--- src/rtl/round_controller.sv ---
// round_controller
//   Match and round sequencer that sits downstream of health_status. It reads
//   both players' health and detects KO, double KO and time-out. It keeps the
//   round wins and drives round_rst, which restores full health between
//   rounds. It also feeds the HUD with the timer, the win counts and the
//   banner state.
//
// Ports
//   clk             in   1  system clock
//   rst             in   1  synchronous reset, active-high
//   frame_tick      in   1  one-cycle pulse per video frame
//   start           in   1  start/confirm button, level
//   player1_health  in   3  P1 health from health_status
//   player2_health  in   3  P2 health from health_status
//   round_rst       out  1  held high to reset health_status and player FSMs
//   fight_active    out  1  high only while fighting; gates player input
//   round_num       out  3  current round, 1-based, saturates at 7
//   timer_sec       out  7  seconds remaining in the round
//   p1_wins         out  2  rounds won by P1
//   p2_wins         out  2  rounds won by P2
//   round_result    out  2  00 none, 01 P1 won, 10 P2 won, 11 draw
//   match_over      out  1  high once a player has taken the match
module round_controller #(
    parameter int MAX_HEALTH     = 3,
    parameter int ROUNDS_TO_WIN  = 2,
    parameter int ROUND_SECS     = 99,
    parameter int FRAMES_PER_SEC = 60,
    parameter int INTRO_FRAMES   = 120,
    parameter int KO_FRAMES      = 180
) (
    input  logic       clk,
    input  logic       rst,
    input  logic       frame_tick,
    input  logic       start,
    input  logic [2:0] player1_health,
    input  logic [2:0] player2_health,
    output logic       round_rst,
    output logic       fight_active,
    output logic [2:0] round_num,
    output logic [6:0] timer_sec,
    output logic [1:0] p1_wins,
    output logic [1:0] p2_wins,
    output logic [1:0] round_result,
    output logic       match_over
);

    localparam int FRAME_MAX = (INTRO_FRAMES > KO_FRAMES) ? INTRO_FRAMES : KO_FRAMES;
    localparam int FRAME_W   = $clog2(FRAME_MAX + 1);
    localparam int PRE_W     = (FRAMES_PER_SEC > 1) ? $clog2(FRAMES_PER_SEC) : 1;

    localparam logic [FRAME_W-1:0] INTRO_LOAD  = FRAME_W'(INTRO_FRAMES);
    localparam logic [FRAME_W-1:0] KO_LOAD     = FRAME_W'(KO_FRAMES);
    localparam logic [FRAME_W-1:0] FRAME_ONE   = FRAME_W'(1);
    localparam logic [PRE_W-1:0]   PRE_LAST    = PRE_W'(FRAMES_PER_SEC - 1);
    localparam logic [6:0]         TIMER_START = 7'(ROUND_SECS);
    localparam logic [1:0]         WIN_TARGET  = 2'(ROUNDS_TO_WIN);
    localparam logic [2:0]         HEALTH_MAX  = 3'(MAX_HEALTH);

    localparam logic [1:0] RES_NONE = 2'b00;
    localparam logic [1:0] RES_P1   = 2'b01;
    localparam logic [1:0] RES_P2   = 2'b10;
    localparam logic [1:0] RES_DRAW = 2'b11;

    typedef enum logic [2:0] {
        IDLE,
        INTRO,
        FIGHT,
        KO,
        MATCH_OVER
    } state_t;

    state_t             state;
    logic [FRAME_W-1:0] frame_cnt;
    logic [PRE_W-1:0]   prescaler;
    logic               start_prev;

    logic [2:0] h1_eff;
    logic [2:0] h2_eff;
    logic       ko1;
    logic       ko2;
    logic [1:0] outcome;

    // A health value above MAX_HEALTH is what a decrement past zero looks
    // like upstream, so it is treated as a knockout rather than a big number.
    assign h1_eff = (player1_health > HEALTH_MAX) ? 3'd0 : player1_health;
    assign h2_eff = (player2_health > HEALTH_MAX) ? 3'd0 : player2_health;
    assign ko1    = (h1_eff == 3'd0);
    assign ko2    = (h2_eff == 3'd0);

    // Round outcome for the current cycle. KOs come before the time-out, so a
    // KO on the same cycle the clock runs out still counts as a KO.
    always_comb begin
        outcome = RES_NONE;
        if (ko1 && ko2) begin
            outcome = RES_DRAW;
        end else if (ko2) begin
            outcome = RES_P1;
        end else if (ko1) begin
            outcome = RES_P2;
        end else if (timer_sec == 7'd0) begin
            if (h1_eff > h2_eff) begin
                outcome = RES_P1;
            end else if (h2_eff > h1_eff) begin
                outcome = RES_P2;
            end else begin
                outcome = RES_DRAW;
            end
        end
    end

    // Sequencer. Every output is registered here, so round_rst and
    // fight_active change on the same edge as the state they belong to.
    always_ff @(posedge clk) begin
        if (rst) begin
            state        <= IDLE;
            round_rst    <= 1'b1;
            fight_active <= 1'b0;
            round_num    <= 3'd1;
            timer_sec    <= TIMER_START;
            p1_wins      <= 2'd0;
            p2_wins      <= 2'd0;
            round_result <= RES_NONE;
            match_over   <= 1'b0;
            frame_cnt    <= '0;
            prescaler    <= '0;
            start_prev   <= 1'b0;
        end else begin
            start_prev <= start;
            case (state)
                IDLE: begin
                    round_rst    <= 1'b1;
                    fight_active <= 1'b0;
                    match_over   <= 1'b0;
                    p1_wins      <= 2'd0;
                    p2_wins      <= 2'd0;
                    round_num    <= 3'd1;
                    if (start) begin
                        state        <= INTRO;
                        frame_cnt    <= INTRO_LOAD;
                        timer_sec    <= TIMER_START;
                        prescaler    <= '0;
                        round_result <= RES_NONE;
                    end
                end

                INTRO: begin
                    if (frame_tick) begin
                        if (frame_cnt <= FRAME_ONE) begin
                            state        <= FIGHT;
                            round_rst    <= 1'b0;
                            fight_active <= 1'b1;
                            frame_cnt    <= '0;
                        end else begin
                            frame_cnt <= frame_cnt - FRAME_ONE;
                        end
                    end
                end

                FIGHT: begin
                    if (frame_tick) begin
                        if (prescaler == PRE_LAST) begin
                            prescaler <= '0;
                            if (timer_sec != 7'd0) begin
                                timer_sec <= timer_sec - 7'd1;
                            end
                        end else begin
                            prescaler <= prescaler + PRE_W'(1);
                        end
                    end
                    if (outcome != RES_NONE) begin
                        state        <= KO;
                        fight_active <= 1'b0;
                        round_result <= outcome;
                        frame_cnt    <= KO_LOAD;
                        if (outcome == RES_P1 && p1_wins != WIN_TARGET) begin
                            p1_wins <= p1_wins + 2'd1;
                        end
                        if (outcome == RES_P2 && p2_wins != WIN_TARGET) begin
                            p2_wins <= p2_wins + 2'd1;
                        end
                    end
                end

                // round_rst stays low here so the HUD keeps showing the
                // frozen health bars under the KO banner.
                KO: begin
                    if (frame_tick) begin
                        if (frame_cnt <= FRAME_ONE) begin
                            round_rst <= 1'b1;
                            frame_cnt <= '0;
                            if (p1_wins == WIN_TARGET || p2_wins == WIN_TARGET) begin
                                state      <= MATCH_OVER;
                                match_over <= 1'b1;
                            end else begin
                                state        <= INTRO;
                                frame_cnt    <= INTRO_LOAD;
                                timer_sec    <= TIMER_START;
                                prescaler    <= '0;
                                round_result <= RES_NONE;
                                if (round_num != 3'd7) begin
                                    round_num <= round_num + 3'd1;
                                end
                            end
                        end else begin
                            frame_cnt <= frame_cnt - FRAME_ONE;
                        end
                    end
                end

                // Only a fresh press leaves the result screen, so a button
                // still held from the last round cannot skip it.
                MATCH_OVER: begin
                    if (start && !start_prev) begin
                        state        <= IDLE;
                        match_over   <= 1'b0;
                        p1_wins      <= 2'd0;
                        p2_wins      <= 2'd0;
                        round_num    <= 3'd1;
                        timer_sec    <= TIMER_START;
                        round_result <= RES_NONE;
                    end
                end

                default: begin
                    state <= IDLE;
                end
            endcase
        end
    end

endmodule

--- config.mk ---
export PLATFORM = sky130hd
export DESIGN_NAME = round_controller
export DESIGN_NICKNAME = d
export VERILOG_FILES = /design/src/rtl/round_controller.sv
export SDC_FILE = /design/constraint.sdc
export NUM_CORES = 1
export LEC_CHECK = 0
export CELL_PAD_IN_SITES_DETAIL_PLACEMENT = 1
export CELL_PAD_IN_SITES_GLOBAL_PLACEMENT = 1
export CORE_ASPECT_RATIO = 0.6
export CORE_MARGIN = 4
export CORE_UTILIZATION = 43
export DETAILED_ROUTE_END_ITERATION = 6
export PLACE_DENSITY_LB_ADDON = 0.1
export SETUP_SLACK_MARGIN = 0.1
export SLEW_MARGIN = 20
export SYNTH_ARGS = -nofsm -noshare
export SYNTH_HDL_FRONTEND = slang
export SYNTH_SLANG_ARGS = --single-unit
--- constraint.sdc ---
create_clock -name clk -period 6.3 [get_ports clk]
set_input_delay 0.945 -clock clk [delete_from_list [all_inputs] [get_ports clk]]
set_output_delay 0.945 -clock clk [all_outputs]
set_load 0.02 [all_outputs]
* After elaboration in Yosys (flattened, before gate mapping)
Cells that the tools add are included.
** Operators by class
- Muxes and demuxes :: 72
- Reduce and logical (&&, ||, !) cells :: 30
- Div/mod/pow operators :: 0
- Multiply operators :: 0
- $add $sub $neg :: 6
- Bitwise logic cells :: 0
- Magnitude comparators :: 5
- Equal/unequal tests :: 27
- Shift operators :: 0
** Operators with widths (count)
- $mux 7 :: 9
- $mux 8 :: 6
- $mux 3 :: 15
- $mux 6 :: 6
- $ne 2x2->1 const B :: 17
- $pmux 8 s4 :: 1
- $mux 2 :: 15
- $pmux 7 s4 :: 1
- $pmux 6 s3 :: 1
- $pmux 3 s5 :: 1
- $reduce_and 5->1 :: 3
- $reduce_bool 3->1 :: 5
- $reduce_and 7->1 :: 2
- $pmux 2 s3 :: 2
- $reduce_and 4->1 :: 3
- $reduce_and 6->1 :: 2
- $mux 1 :: 10
- $logic_not 3->1 :: 3
- $pmux 1 s3 :: 3
- $pmux 3 s3 :: 1
- $reduce_and 9->1 :: 1
- $le 8x1->1 const B :: 1
- $pmux 2 s4 :: 1
- $reduce_bool 4->1 :: 2
- 20 further kinds :: 29
** Word-level totals
- Flip-flop bits (word level) :: 37
- Output and inout bits :: 19
- Bits in latches :: 0
- Memories :: 0
- Logic and storage cells :: 152
- Bits in read-only memories :: 0
- Input bits :: 10
- Bits in writable memories :: 0

* Depth between registers and ports, before layout
- Depth in word-level cells :: 14
- Mapped depth :: 9
- Gate-level depth less buffers :: 8

* Worst setup path after synthesis
Ideal clock, no wire load.
- Path kind :: input -> register
- Start point :: in frame_tick
- End point :: reg prescaler[2]
- Setup time :: 71 ps
- Stages :: 6
- Arrival time :: 2536 ps
- Path slack :: 3693 ps
- Required time :: 6229 ps
- Path buffers :: 2
- Cells stage by stage :: clkbuf_1 > a41oi_1 > or4_4 > buf_6 > or4_1 > a21oi_1
** On the way
- Longest elaborated chain between the ends :: 2
- Elaborated cells on any way between the ends :: 3
- Classes of those cells :: eq/ne (2); reduce/logical (1)
** RTL lines
- start: declaration :: line 33 : input logic frame_tick,
- $ne 2x2->1 (no line)
- $reduce_and 6->1 (no line) *
- end signal: assignment :: line 167 : prescaler <= prescaler + PRE_W'(1);
- end: declaration :: line 74 : logic [PRE_W-1:0] prescaler;
Every way passes the cells marked *; elsewhere a longest branch is shown, timed or not.
A chain may end at the register's enable or synchronous reset.

* Final worst setup path
- Start point :: in start
- End point :: reg timer_sec[6]
** On the way
- Longest elaborated chain between the ends :: 3
- Elaborated cells on any way between the ends :: 4
- Classes of those cells :: eq/ne (2); reduce/logical (2)
** RTL lines
- start: declaration :: line 34 : input logic start,
- $logic_and 1x1->1 :: line 213 : if (start && !start_prev) begin
- $ne 2x2->1 (no line)
- $reduce_and 9->1 (no line) *
- end signal: assignment :: line 164 : timer_sec <= timer_sec - 7'd1;
- end: declaration :: line 40 : output logic [6:0] timer_sec,
Marks and branches as above.

==> summary.txt <==
Setup path
  • Req. time, crit path: 6490 ps
  • Setup CP Type: input pin to register
  • Crit Path Max Fanout: 7
  • Worst EP arrival: 3110 ps
  • Setup crit start kind: input pin
  • Setup crit end kind: register

Clock network
  • Clock-pin slew on the worst setup and hold paths: 70 ps
  • TritonCTS buffer count: 5
  • CTS tree: built
  • Clock sinks: 37
  • Post-cts repair resize count: 0
  • Clk_lat worst skew: 290 ps
  • Number of H-tree levels: 2
  • Root Driver: clkbuf_8
  • Post CTS Setup Buffer Count: 0
  • Hold_buf cts: 0
  • CTS max path bufs: 2

Logic synthesis
  • Post-synthesis cell area: 2210 sq um
  • Synthesized Nets: 305
  • Number of synthesized flops with an enable pin: 0
  • Syn Inst Count: 284
  • Syn Area/Cell: 7.77 sq um
  • Seq cells post-synth: 37
  • Register area share after synthesis: 0.336
  • Ys flop type: dfxtp_1
  • Post-synth cell types: 48
  • Synth Warn #: 0
  • Async S/R FF share, synth: 0

Placed design
  • DP Worst Slack: 3080 ps
  • # port buffers: 28
  • GPL Wtd Cong: 0.824
  • DP HPWL: 4680 um
  • Placed Cells: 365

STA
  • Final hold vios: 0
  • Least-Margin Pin Slew: 658 ps
  • Setup ws final: 3380 ps
  • Final setup fails: 0
  • FMAX: 343 MHz
  • RSZ-0062 raised after global routing: false
  • Final Cycle Share: 0.463
  • Setup Skew: 3.21 ps
  • Setup TNS: 0 ps
  • Max_slew headroom: 0.561
  • Fin crit period: 2920 ps
  • Final Max Tran Viols: 0

Power and ir drop
  • Sequential power share: 0.478
  • PwrDens: 208 nW/um^2
  • Sw Pwr: 171 uW
  • Clock Power Share: 0.301
  • Worst vdd ir: 0.126 mV
  • Pleak: 0.000981 uW
  • Logic gate share of total power: 0.221
  • Internal: 371 uW
  • Sw Share: 0.316
  • Total power: 542 uW

Die
  • Die width: 100 um
  • Row cnt: 19
  • I/O pin total: 29
  • Initial core utilization: 0.464
  • Core Region: 4750 sq um
  • Die H: 63.5 um
  • Area of the die: 6380 sq um

Finish
  • Area grow syn2layout: 18.0%
  • Layout cells sized above 1: 0.0484
  • # fillers: 600
  • Fin util: 0.547
  • Nets: 330
  • Commonest cells after routing, fill and taps aside: dfxtp_1, clkdlybuf4s50_1, nand2_1, a21oi_1, nor2_1
  • Most common cell after layout, fill and taps aside: dfxtp_1
  • Number of diodes: 0
  • Fin cells: 373

Route
  • 1st-iter DRT viols: 154
  • Vias per cell: 5.79
  • Total Wirelength: 6190 um
  • Vias: 2,159
  • Wire per inst: 16.6 um
  • Antenna Nets Post-Route: 0
  • Drt pass-1 iters: 5
  • # DRC: 0

Outcome
  • Outcome: finished clean

Hold path
  • HP Class: register to register

GRT
  • Initial antenna violation count: 0
  • First-pass GRT wire length: 10,600 um
  • GRT Total Usage: 0.208
  • Pin count of the biggest net entering global routing: 30
  • Vias in the first global route: 2,087
  • Total grt overflow: 0

Run
  • Max-cap viol count: 0
## Yosys cell counts, drive strengths merged, types with 3 or more instances
cell	number	share of area
dfxtp	37	0.34
a21oi	25	0.057
nand2	25	0.043
nor2	24	0.041
nor3	18	0.041
o21ai	15	0.034
inv	13	0.022
nand3	13	0.029
ha	11	0.062
nor2b	10	0.028
clkbuf	8	0.014
or3	8	0.023
nand2b	7	0.020
and3	6	0.017
or4	6	0.022
xnor2	6	0.024
a31oi	5	0.014
a21o	4	0.014
a211oi	3	0.010
and2	3	0.0085
buf	3	0.0091
nand3b	3	0.010
nor4	3	0.015
## cells by family (layout without fill, tap and decap cells)
kind of cell / after synthesis / in the layout / share of synthesized area
simple gates: 133 / 133 / 0.326
xor+xnor: 8 / 8 / 0.0318
fa+ha+maj: 11 / 11 / 0.0624
mux: 4 / 4 / 0.0193
buf+inv: 24 / 50 / 0.0448
compound gates: 65 / 65 / 0.177
other cells: 2 / 2 / 0.00340
flops: 37 / 37 / 0.336
## state kept, by name, indices dropped and copies added, names as in the netlist
register / flops
frame_cnt: 8
prescaler: 6
round_result: 2
start_prev: 1
p2_wins: 2
match_over: 1
round_rst: 1
timer_sec: 7
state: 3
round_num: 3
p1_wins: 2
fight_active: 1
## final cells by class
type	count	area [sq um]	share of cell area
Clock buffer	8	80.1	0.0308
Inverter	13	48.8	0.0187
Multi-Input combinational cell	223	1370	0.525
Sequential cell	37	741	0.285
Tap cell	63	78.8	0.0303
Timing Repair Buffer	29	288	0.111
## metrics by stage
step	hold slack [ps]	area [sq um]
after CTS	476	2600
after global routing	502	2600
after detailed placement	467	2520
final	471	2600
after floorplan	458	2210
after global placement	453	2520
## power groups by stage
stage	Combinational (uW)	Sequential, uW	Clock (uW)
finish	120	259	163
global route	134	260	182
CTS	118	258	169
detailed placement	117	264	0
global placement	115	263	0
floorplan	85.8	261	0
## worst paths after layout
| path | start | end | slack [ps] | cells after the start |
|---|---|---|---|---|
| min reg2reg | round_result[1] | round_result[1] | 470 | 2 |
| max reg2reg | state[1] | p1_wins[1] | 3550 | 6 |
| min | round_result[1] | round_result[1] | 470 | 2 |
| max | start | timer_sec[6] | 3380 | 7 |
## critical path, stage by stage
cell and delay, ps:
clkdlybuf4s50_1 600, nand2b_1 100, and3_1 210, or4_1 660, nor3_1 320, nand2_1 90
a21o_1 170
## per-layer routing
metal | vias to the layer above | routed length (um) | track usage | share of wire
met5 | - | 0 | 0 | 0
met4 | 0 | 59 | 0.0538 | 0.0095
met1 | 1049 | 3310 | 0.321 | 0.53
met3 | 6 | 278 | 0.0441 | 0.045
li1 | 1060 | - | - | -
met2 | 44 | 2550 | 0.284 | 0.41
Power figures use the tool's default switching activity.
